<file path="src/rtl/reorder_buffer.sv">
// reorder_buffer: in-order completion tracker behind the writeback arbiter.
//   Dispatch allocates one entry per instruction at the tail. Writebacks mark
//   entries done, possibly with an exception. The head retires at most once per
//   cycle. A faulting head raises a precise exception and flushes every entry.
// Ports:
//   clk_i, rst_i             clock, async active-high reset
//   alloc_*_i / alloc_*_o    dispatch request, ready and granted index
//   wb_*_i                   completion from the writeback arbiter
//   commit_*_o               retiring head (fields zero when not retiring)
//   excpt_*_o, flush_o       precise exception report (fields zero when idle)
//   full_o, empty_o, count_o occupancy

package params_pkg;
  localparam int ROB_ENTRY_WIDTH = 3;
  localparam int REGISTER_WIDTH  = 5;
  localparam int ADDR_WIDTH      = 32;
  typedef logic [3:0] excpt_cause_t;
endpackage

module reorder_buffer #(
  parameter int ROB_ENTRY_WIDTH = params_pkg::ROB_ENTRY_WIDTH,
  parameter int REGISTER_WIDTH  = params_pkg::REGISTER_WIDTH,
  parameter int ADDR_WIDTH      = params_pkg::ADDR_WIDTH
) (
  input  logic                         clk_i,
  input  logic                         rst_i,
  input  logic                         alloc_valid_i,
  input  logic                         alloc_reg_wr_en_i,
  input  logic [REGISTER_WIDTH-1:0]    alloc_wr_reg_i,
  input  logic [ADDR_WIDTH-1:0]        alloc_pc_i,
  output logic                         alloc_ready_o,
  output logic [ROB_ENTRY_WIDTH-1:0]   alloc_rob_idx_o,
  input  logic                         wb_completed_i,
  input  logic                         wb_excpt_i,
  input  logic [ROB_ENTRY_WIDTH-1:0]   wb_rob_idx_i,
  input  logic [ADDR_WIDTH-1:0]        wb_excpt_tval_i,
  input  params_pkg::excpt_cause_t     wb_excpt_cause_i,
  output logic                         commit_valid_o,
  output logic [ROB_ENTRY_WIDTH-1:0]   commit_rob_idx_o,
  output logic                         commit_reg_wr_en_o,
  output logic [REGISTER_WIDTH-1:0]    commit_wr_reg_o,
  output logic [ADDR_WIDTH-1:0]        commit_pc_o,
  output logic                         excpt_valid_o,
  output logic [ADDR_WIDTH-1:0]        excpt_pc_o,
  output logic [ADDR_WIDTH-1:0]        excpt_tval_o,
  output params_pkg::excpt_cause_t     excpt_cause_o,
  output logic                         flush_o,
  output logic                         full_o,
  output logic                         empty_o,
  output logic [ROB_ENTRY_WIDTH:0]     count_o
);

  localparam int ROB_ENTRIES = 2**ROB_ENTRY_WIDTH;
  localparam logic [ROB_ENTRY_WIDTH-1:0] IDX_ONE  = 1;
  localparam logic [ROB_ENTRY_WIDTH:0]   CNT_ONE  = 1;
  localparam logic [ROB_ENTRY_WIDTH:0]   CNT_FULL = ROB_ENTRIES;

  typedef struct packed {
    logic                     valid;
    logic                     done;
    logic                     excpt;
    logic                     reg_wr_en;
    logic [REGISTER_WIDTH-1:0] wr_reg;
    logic [ADDR_WIDTH-1:0]    pc;
    logic [ADDR_WIDTH-1:0]    tval;
    params_pkg::excpt_cause_t cause;
  } rob_entry_t;

  rob_entry_t [ROB_ENTRIES-1:0] rob_q, rob_d;
  logic [ROB_ENTRY_WIDTH-1:0]   head_q, head_d, tail_q, tail_d;
  logic [ROB_ENTRY_WIDTH:0]     count_q, count_d;

  rob_entry_t head_e;
  logic       head_ready, commit, flush, alloc_fire, wb_any;

  assign head_e     = rob_q[head_q];
  assign head_ready = head_e.valid && head_e.done;
  assign commit     = head_ready && !head_e.excpt;
  assign flush      = head_ready && head_e.excpt;
  assign full_o     = (count_q == CNT_FULL);
  assign empty_o    = (count_q == '0);
  // Full is taken from the registered count: a commit in the same cycle does
  // not open a slot for an allocation until the next cycle.
  assign alloc_ready_o = !full_o && !flush;
  assign alloc_fire    = alloc_valid_i && alloc_ready_o;
  assign wb_any        = wb_completed_i || wb_excpt_i;

  always_comb begin
    rob_d   = rob_q;
    head_d  = head_q;
    tail_d  = tail_q;
    count_d = count_q;
    if (flush) begin
      for (int i = 0; i < ROB_ENTRIES; i++) rob_d[i].valid = 1'b0;
      head_d  = '0;
      tail_d  = '0;
      count_d = '0;
    end else begin
      // The tail slot is never valid, so a writeback cannot collide with the
      // allocation write below.
      if (wb_any && rob_q[wb_rob_idx_i].valid) begin
        rob_d[wb_rob_idx_i].done  = 1'b1;
        rob_d[wb_rob_idx_i].excpt = wb_excpt_i;
        if (wb_excpt_i) begin
          rob_d[wb_rob_idx_i].tval  = wb_excpt_tval_i;
          rob_d[wb_rob_idx_i].cause = wb_excpt_cause_i;
        end
      end
      if (alloc_fire) begin
        rob_d[tail_q].valid     = 1'b1;
        rob_d[tail_q].done      = 1'b0;
        rob_d[tail_q].excpt     = 1'b0;
        rob_d[tail_q].reg_wr_en = alloc_reg_wr_en_i;
        rob_d[tail_q].wr_reg    = alloc_wr_reg_i;
        rob_d[tail_q].pc        = alloc_pc_i;
        rob_d[tail_q].tval      = '0;
        rob_d[tail_q].cause     = '0;
        tail_d = tail_q + IDX_ONE;
      end
      // Retirement clears the head last so it wins over a redundant writeback.
      if (commit) begin
        rob_d[head_q].valid = 1'b0;
        head_d = head_q + IDX_ONE;
      end
      if (alloc_fire && !commit)      count_d = count_q + CNT_ONE;
      else if (!alloc_fire && commit) count_d = count_q - CNT_ONE;
    end
  end

  always_ff @(posedge clk_i or posedge rst_i) begin
    if (rst_i) begin
      rob_q   <= '0;
      head_q  <= '0;
      tail_q  <= '0;
      count_q <= '0;
    end else begin
      rob_q   <= rob_d;
      head_q  <= head_d;
      tail_q  <= tail_d;
      count_q <= count_d;
    end
  end

  assign alloc_rob_idx_o    = tail_q;
  assign count_o            = count_q;
  assign commit_valid_o     = commit;
  assign commit_rob_idx_o   = commit ? head_q           : '0;
  assign commit_reg_wr_en_o = commit ? head_e.reg_wr_en : 1'b0;
  assign commit_wr_reg_o    = commit ? head_e.wr_reg    : '0;
  assign commit_pc_o        = commit ? head_e.pc        : '0;
  assign excpt_valid_o      = flush;
  assign flush_o            = flush;
  assign excpt_pc_o         = flush ? head_e.pc    : '0;
  assign excpt_tval_o       = flush ? head_e.tval  : '0;
  assign excpt_cause_o      = flush ? head_e.cause : '0;

endmodule

</file>
<file path="config.mk">
export PLATFORM = sky130hd
export DESIGN_NAME = reorder_buffer
export DESIGN_NICKNAME = d
export VERILOG_FILES = /design/src/rtl/reorder_buffer.sv
export SDC_FILE = /design/constraint.sdc
export NUM_CORES = 2
export LEC_CHECK = 0
export CORE_MARGIN = 2
export CORE_UTILIZATION = 50
export DETAILED_ROUTE_END_ITERATION = 6
export PLACE_DENSITY = 0.73
export REMOVE_ABC_BUFFERS = 1
export SYNTH_ARGS = -nofsm -noshare
export SYNTH_HDL_FRONTEND = slang
export SYNTH_SLANG_ARGS = --single-unit
export TNS_END_PERCENT = 30
</file>
<file path="constraint.sdc">
create_clock -name clk_i -period 38.2 [get_ports clk_i]
set_input_delay 5.73 -clock clk_i [delete_from_list [all_inputs] [get_ports clk_i]]
set_output_delay 5.73 -clock clk_i [all_outputs]
set_load 0.02 [all_outputs]
</file>
; After elaboration in Yosys (flattened, before gate mapping)
; Cells that the tools add are included.
[totals]
ff_bits = 626
word_cells = 170
[op_classes]
n_addsub = 4
n_eq_ne = 1
n_lt_le_gt_ge = 6
muxes = 71
n_reduce_logical = 21
[ops]
columns = op, n
row1 = $bwmux 616, 13
row2 = $mux 616, 6
row3 = $demux 77 s3, 13
row4 = $bmux 77 s3, 2
row5 = $mux 77, 4
row6 = $mux 76, 2
row7 = $mux 75, 2
row8 = $mux 32, 3
row9 = $mux 74, 1
row10 = $mux 73, 1
row11 = $mux 36, 2
row12 = $mux 68, 1
row13 = $mux 4, 6
row14 = $mux 3, 5
row15 = $lt 3x4->1 const B, 3
row16 = $logic_and 1x1->1, 11
row17 = $ge 3x1->1 const B, 3
row18 = $mux 1, 9
row19 = $add 3x1->3 const B, 2
row20 = $logic_not 1->1, 5
row21 = $mux 5, 1
row22 = $add 4x1->4 const B, 1
row23 = $eq 4x4->1 const B, 1
row24 = $logic_not 4->1, 1
row25 = other kinds (4), 5

; Longest topological paths before layout
[logic_depth]
depth_word = 24
mapped_depth = 13
depth_no_buf = 11

; Worst setup path before layout
; Ideal clock, no wire load.
[synth_timing]
kind = register to output
startpoint = register head_q[1]
endpoint = output commit_pc_o[10]
path_slack_ns = 30.237
t_required_ns = 32.470
arrival_time_ns = 2.233
path_stages_with_launch = 10
path_cell_list = dfrtp_1 buf_4 mux4_2 nand2_1 and2_1 buf_4 buf_4 nand3_1 clkbuf_1 nor2_1
[synth_between]
elab_chain_cells = 5
elab_cells_between_ends = 6
[synth_lines]
columns = item, line_no
row1 = "start, declared", 70  ; logic [ROB_ENTRY_WIDTH-1:0] head_q, head_d, tail_q, tail_d;
row2 = "start signal, assigned", 133  ; head_q <= '0;
row3 = "start signal, assigned", 138  ; head_q <= head_d;
row4 = $bmux 77 s3 (*), 76  ; assign head_e = rob_q[head_q];
row5 = $mux 77 (not written as such) (*), 76
row6 = $logic_and 1x1->1 or $logic_not 1->1 (tied branches), "77, 78"
row7 = $logic_and 1x1->1, 78  ; assign commit = head_ready && !head_e.excpt;
row8 = $mux 32 (*), 150  ; assign commit_pc_o = commit ? head_e.pc : '0;
row9 = "end, declared", 42  ; output logic [ADDR_WIDTH-1:0] commit_pc_o,
; Every way passes the cells marked *; elsewhere a longest branch is shown, timed or not. The select of a mux whose other input is x is not followed.

; Worst setup path in the final report
[layout_timing]
startpoint = register head_q[0]
endpoint = output excpt_pc_o[28]
[layout_between]
elab_chain_cells = 5
[layout_lines]
columns = item, line_no
row1 = $bmux 77 s3 (*), 76
row2 = $mux 77 (not written as such) (*), 76
row3 = $logic_and 1x1->1, 77  ; assign head_ready = head_e.valid && head_e.done;
row4 = $logic_and 1x1->1, 79  ; assign flush = head_ready && head_e.excpt;
row5 = $mux 32 (*), 153  ; assign excpt_pc_o = flush ? head_e.pc : '0;
row6 = "end, declared", 44  ; output logic [ADDR_WIDTH-1:0] excpt_pc_o,
; Marked as above.

==> impl_metrics.tcl <==
set metrics [dict create \
    avgSynthCellArea_um2 11.4 \
    arrival_ns 5.65 \
    place_ws_ns 27.38 \
    dp_hpwl_mm 46.2 \
    route.detailed.drc 0 \
    fp.dieW_um 248 \
    fin_crit_ns 11.38 \
    cts-root-buf "clkbuf_16" \
    path_clk_slew_ns 0.06 \
    holdBufCountCts 0 \
    crit_path_start_kind "register" \
    ir_drop_uv 51.2 \
    hold_viol_final 0 \
    design_area_mm2 0.0342 \
    rows 89 \
    drv_cap 0 \
    via_per_inst 6.14 \
    firstDrtPassIters 5 \
    synthDistinctLibCells 47 \
    clock.fmax_ghz 0.0878 \
    io_pins 204 \
    yosys_most_used_dff "dfrtp_1" \
    gr-total-overflow 0 \
    wire_per_inst_um 23.4 \
    grt_pass1_vias 22812 \
    worst_pin_slew_ns 1.29 \
    layout_common_cells "nand2_1, dfrtp_1, a21oi_1" \
    final_common_cell "nand2_1" \
    leakage_nw 14.3 \
    final_core_util_pct 58.0 \
    cts_inserted_buffers 67 \
    p_total_mw 2.99 \
    layout.nets 2775 \
    required_ns 32.47 \
    async_flop_share_pct 100 \
    vias 21627 \
    slowest_stage "buf_4" \
    area_delta_synth_final_pct 15.0 \
    syn-cell-area_mm2 0.0297 \
    rsz0062_at_grt "false" \
    synth-seq-cells 626 \
    crit_top_cell "buf_4" \
    post_cts_resized 0 \
    outcome "finished clean" \
    dieHeight_um 248 \
    fin_crit_sh_pct 29.8 \
    worst-path-buf-inv 4 \
    drtAntennaViolNets 0 \
    start_util_pct 50.4 \
    die_area_mm2 0.0614 \
    cts_setup_buffers 0 \
    cts_sinks 626 \
    grt_max_degree 93 \
    core-area_mm2 0.0589 \
    grt_use_total_pct 27.3 \
    path_cells "buf_4, buf_4, nand3_1, a32oi_2, o21a_1, nand3_4, buf_4, nor2_1, clkdlybuf4s50_1" \
    end_kind "primary output" \
    cpPeakStageDelay_ns 0.84 \
    gp_congestion 0.851 \
    setup_viol 0 \
    drtIter0Drc 2148 \
    placed_area_mm2 0.0320 \
    clk_path_buf_depth 3 \
    relSlewSlack_pct 13.9 \
    synth_enable_flop_cells 0 \
    layout-drive-gt1-share_pct 20.7 \
    pwr_density_cell_mw_per_mm2 87.5 \
    cts_tree "yes" \
    setup_ws_ns 26.82 \
    fin_setup_tns_ns 0 \
    worst_skew_pair.late_latency_ns 0.62 \
    totalWireLength_mm 82.5 \
    crit_family "buffers and inverters" \
    path_max_fanout 58 \
    ys_seq_area_share_pct 52.7 \
    setup.worst_path.class "reg -> out" \
    port_buffers 203 \
    grt_pass1_wl_mm 129 \
    antenna_found_initial 13 \
    cts_max_level 3 \
    hold_class "reg -> reg" \
    synthCells 2607 \
    final-max-slew-violation-count 0 \
    finalClockSkew_ns 0.0193 \
    yosys_warnings 0 \
]
## per-layer routing
| layer | track usage, % | vias up | part of all wire (%) |
|---|---|---|---|
| li1 | - | 9260 | - |
| met1 | 35.1 | 11161 | 39 |
| met2 | 45.7 | 1008 | 49 |
| met3 | 5.20 | 184 | 7.9 |
| met4 | 11.4 | 14 | 3.1 |
| met5 | 0 | - | 0.11 |
## cell type report
type / instances / area (µm²)
diodes: 7 / 17.5
well taps: 773 / 967
fillers: 4687 / 24800
clock buffers: 95 / 1960
clock inverters: 27 / 209
inverters: 9 / 41.3
multi-input cells: 1733 / 12900
flip-flops and latches: 626 / 15700
repair buffers: 251 / 2390
## cells by family after synthesis
logic type | count (synthesis) | synth area share (%)
compound gates | 447 | 9.49
flops | 626 | 52.7
buf+inv | 248 | 4.12
fa+ha+maj | 5 | 0.236
simple gates | 822 | 10.6
xor+xnor | 4 | 0.118
mux | 455 | 22.7
## worst paths after layout
check / startpoint / endpoint / slack (ns) / depth (start not counted)
max in group asynchronous: rst_i / async pin / 30.06 / 4
max: head_q[0] / excpt_pc_o[28] / 26.82 / 9
max reg2reg: head_q[2] / register / 32.41 / 10
min reg2reg: register / register / 0.49 / 1
min: register / register / 0.49 / 1
min in group asynchronous: rst_i / rob_q[176] / 5.62 / 2
## power breakdown
group / switching (mW) / internal [mW]
clock: 0.272 / 0.368
combinational: 0.609 / 0.571
sequential: 0.198 / 0.970
total: 1.08 / 1.91
## synthesized netlist by cell type, types with 2 or more instances
master / count / area [µm²]
mux4_2: 152 / 3420
o41ai_1: 7 / 61.3
dfrtp_1: 626 / 15700
xnor2_1: 2 / 17.5
a21oi_1: 317 / 1590
ha_1: 4 / 50.1
mux2_2: 228 / 2570
nor2_2: 3 / 18.8
buf_4: 17 / 128
nand2b_1: 4 / 25.0
inv_1: 6 / 22.5
o31a_1: 8 / 70.1
nor2b_1: 3 / 18.8
o2111ai_1: 2 / 17.5
o22a_1: 3 / 26.3
inv_2: 2 / 7.51
buf_6: 12 / 135
clkbuf_1: 56 / 210
nand2_1: 640 / 2400
o31ai_4: 10 / 213
buf_2: 111 / 556
nor2_1: 145 / 544
nand3_1: 10 / 50.1
a21o_1: 3 / 22.5
o2bb2ai_1: 78 / 683
buf_1: 43 / 161
xor2_1: 2 / 17.5
mux2i_1: 75 / 751
nor3_1: 9 / 45.0
and2_1: 2 / 12.5
a2bb2oi_1: 3 / 26.3
o21ai_0: 9 / 45.0
## stage by stage
| step | std cells | hold WS [ns] |
|---|---|---|
| 2_1_floorplan | 2368 | 0.451 |
| 3_3_place_gp | 3392 | 0.466 |
| 3_5_place_dp | 3392 | 0.472 |
| 4_1_cts | 3514 | 0.490 |
| 5_1_grt | 3519 | 0.497 |
| 6_report | 3521 | 0.488 |
## worst reg2reg max path: cells and delay by family (launching register included)
family | cells | cell delay, ns
and+or+nand+nor | 3 | 1.11
DFF | 1 | 0.97
muxes | 2 | 0.91
buffers and inverters | 4 | 2.55
AOI/OAI and AO/OA | 1 | 0.12
Power figures use the tool's default switching activity.
==> variant, RTL diff (same settings) <==
Register the output `count_o` once more; this adds one clock of latency there. The other outputs are not delayed to match.
--- a/src/rtl/reorder_buffer.sv
+++ b/src/rtl/reorder_buffer.sv
@@ -142,7 +142,9 @@
   end
 
   assign alloc_rob_idx_o    = tail_q;
-  assign count_o            = count_q;
+  always_ff @(posedge clk_i) begin
+    count_o <= count_q;
+  end
   assign commit_valid_o     = commit;
   assign commit_rob_idx_o   = commit ? head_q           : '0;
   assign commit_reg_wr_en_o = commit ? head_e.reg_wr_en : 1'b0;
Check against the original RTL: not settled (the Yosys comparison gave no result); the edit may change what the design does.
==> variant against the unedited design <==
Register-to-register slack improved by 230 ps. Highest routed layer unchanged. Synthesized area rose by 2.4%. Power rose by 1.9%. Sequential cell count rose by 4. Final area rose by 3.1%. Routed wire length rose by 6.7%. Die area rose by 2.4%. Maximum frequency rose by 2.0%. Largest cell class unchanged. Core utilization rose by 0.46 points. Critical path type unchanged. Critical endpoint is now flush_o. Non-clock buffer count fell by 2. Clock power rose by 6.2%. Sequential share of layout area fell by 1.1 points. Setup slack improved by 220 ps.
==> variant: results (changes against the unedited design) <==
global_routing:
  grt_pass1_wl_um: 138000  # was 129000 um
  grt_max_degree: 211  # was 93
  grt_usage_pct: 28.1  # was 27.3%
  antenna_found_initial: 10  # was 13
synthesis:
  synthTopCellsByArea: "dfrtp_1, mux4_2, mux2_2"  # unchanged
  synth_xor_area_share_pct: 0.115  # was 0.118%
  netlist_top_cells_count: "dfrtp_1, mux2_2, o21ai_0"  # was nand2_1, dfrtp_1, a21oi_1
  synth_fa_ha_area_share_pct: 0.230  # was 0.236%
  yosys.cell_types.count: 64  # was 47
  synth.area.mux_share_pct: 25.9  # was 22.7%
  synth_compound_area_share_pct: 9.04  # was 9.49%
  yosysSeqAreaShare_pct: 51.7  # was 52.7%
  ys_async_sr_fraction_pct: 99.4  # was 100%
placement:
  place_ws_ps: 27680  # was 27380 ps
  globalplace.congestion: 0.880  # was 0.851
  placed_cells: 3345  # was 3392
  dp_hpwl_um: 47200  # was 46200 um
detailed_routing:
  detailedRoute.firstIterationViolations: 2765  # was 2148
  wl_met3_um: 7870  # was 6550 um
  wl_met1_um: 34600  # was 32500 um
  viasPerCell: 6.58  # was 6.14
  wl_per_cell_um: 25.3  # was 23.4 um
power_and_ir_drop:
  seqPwrFrac_pct: 38.7  # was 39.1%
  power.density_nw_per_um2: 86.5  # was 87.5 nW/um2
cts:
  cts_buffers: 68  # was 67
status:
  outcome: "finished clean"  # unchanged
worst_setup_path:
  crit_arrival_ps: 5430  # was 5650 ps
  path_max_fanout: 119  # was 58
timing:
  finalClockSkew_ps: 31.0  # was 19.3 ps
  worst_pin_slew_ps: 1290  # about the same
  setup_slack_ps: 27040  # was 26820 ps
cells_and_area:
  fill_cells: 4703  # was 4687
  nets: 2720  # was 2775
  drive_gt1_share_pct: 22.9  # was 20.7%
variant: metal layers:
layer | GRT usage, % | vias up
met5 | 0 | -
met2 | 45.9 | 1269
met4 | 11.3 | 12
met1 | 36.4 | 11808
li1 | - | 9557
met3 | 6.36 | 217
variant: worst min path at each step:
| stage | endpoint |
|---|---|
| 2_1_floorplan | count_o[3] |
| 3_3_place_gp | count_o[3] |
| 3_5_place_dp | count_o[3] |
| 4_1_cts | count_o[3] |
| 5_1_grt | count_o[3] |
| 6_report | count_o[3] |
variant: final cells by class:
cell class / instances / area share [%]
multi-input combinational: 1670 / 38.9
tap: 782 / 2.78
inverter: 14 / 0.171
antenna: 6 / 0.0426
timing repair buffer: 249 / 6.82
clock inverter: 23 / 0.856
clock buffer: 101 / 5.73
sequential: 630 / 44.7
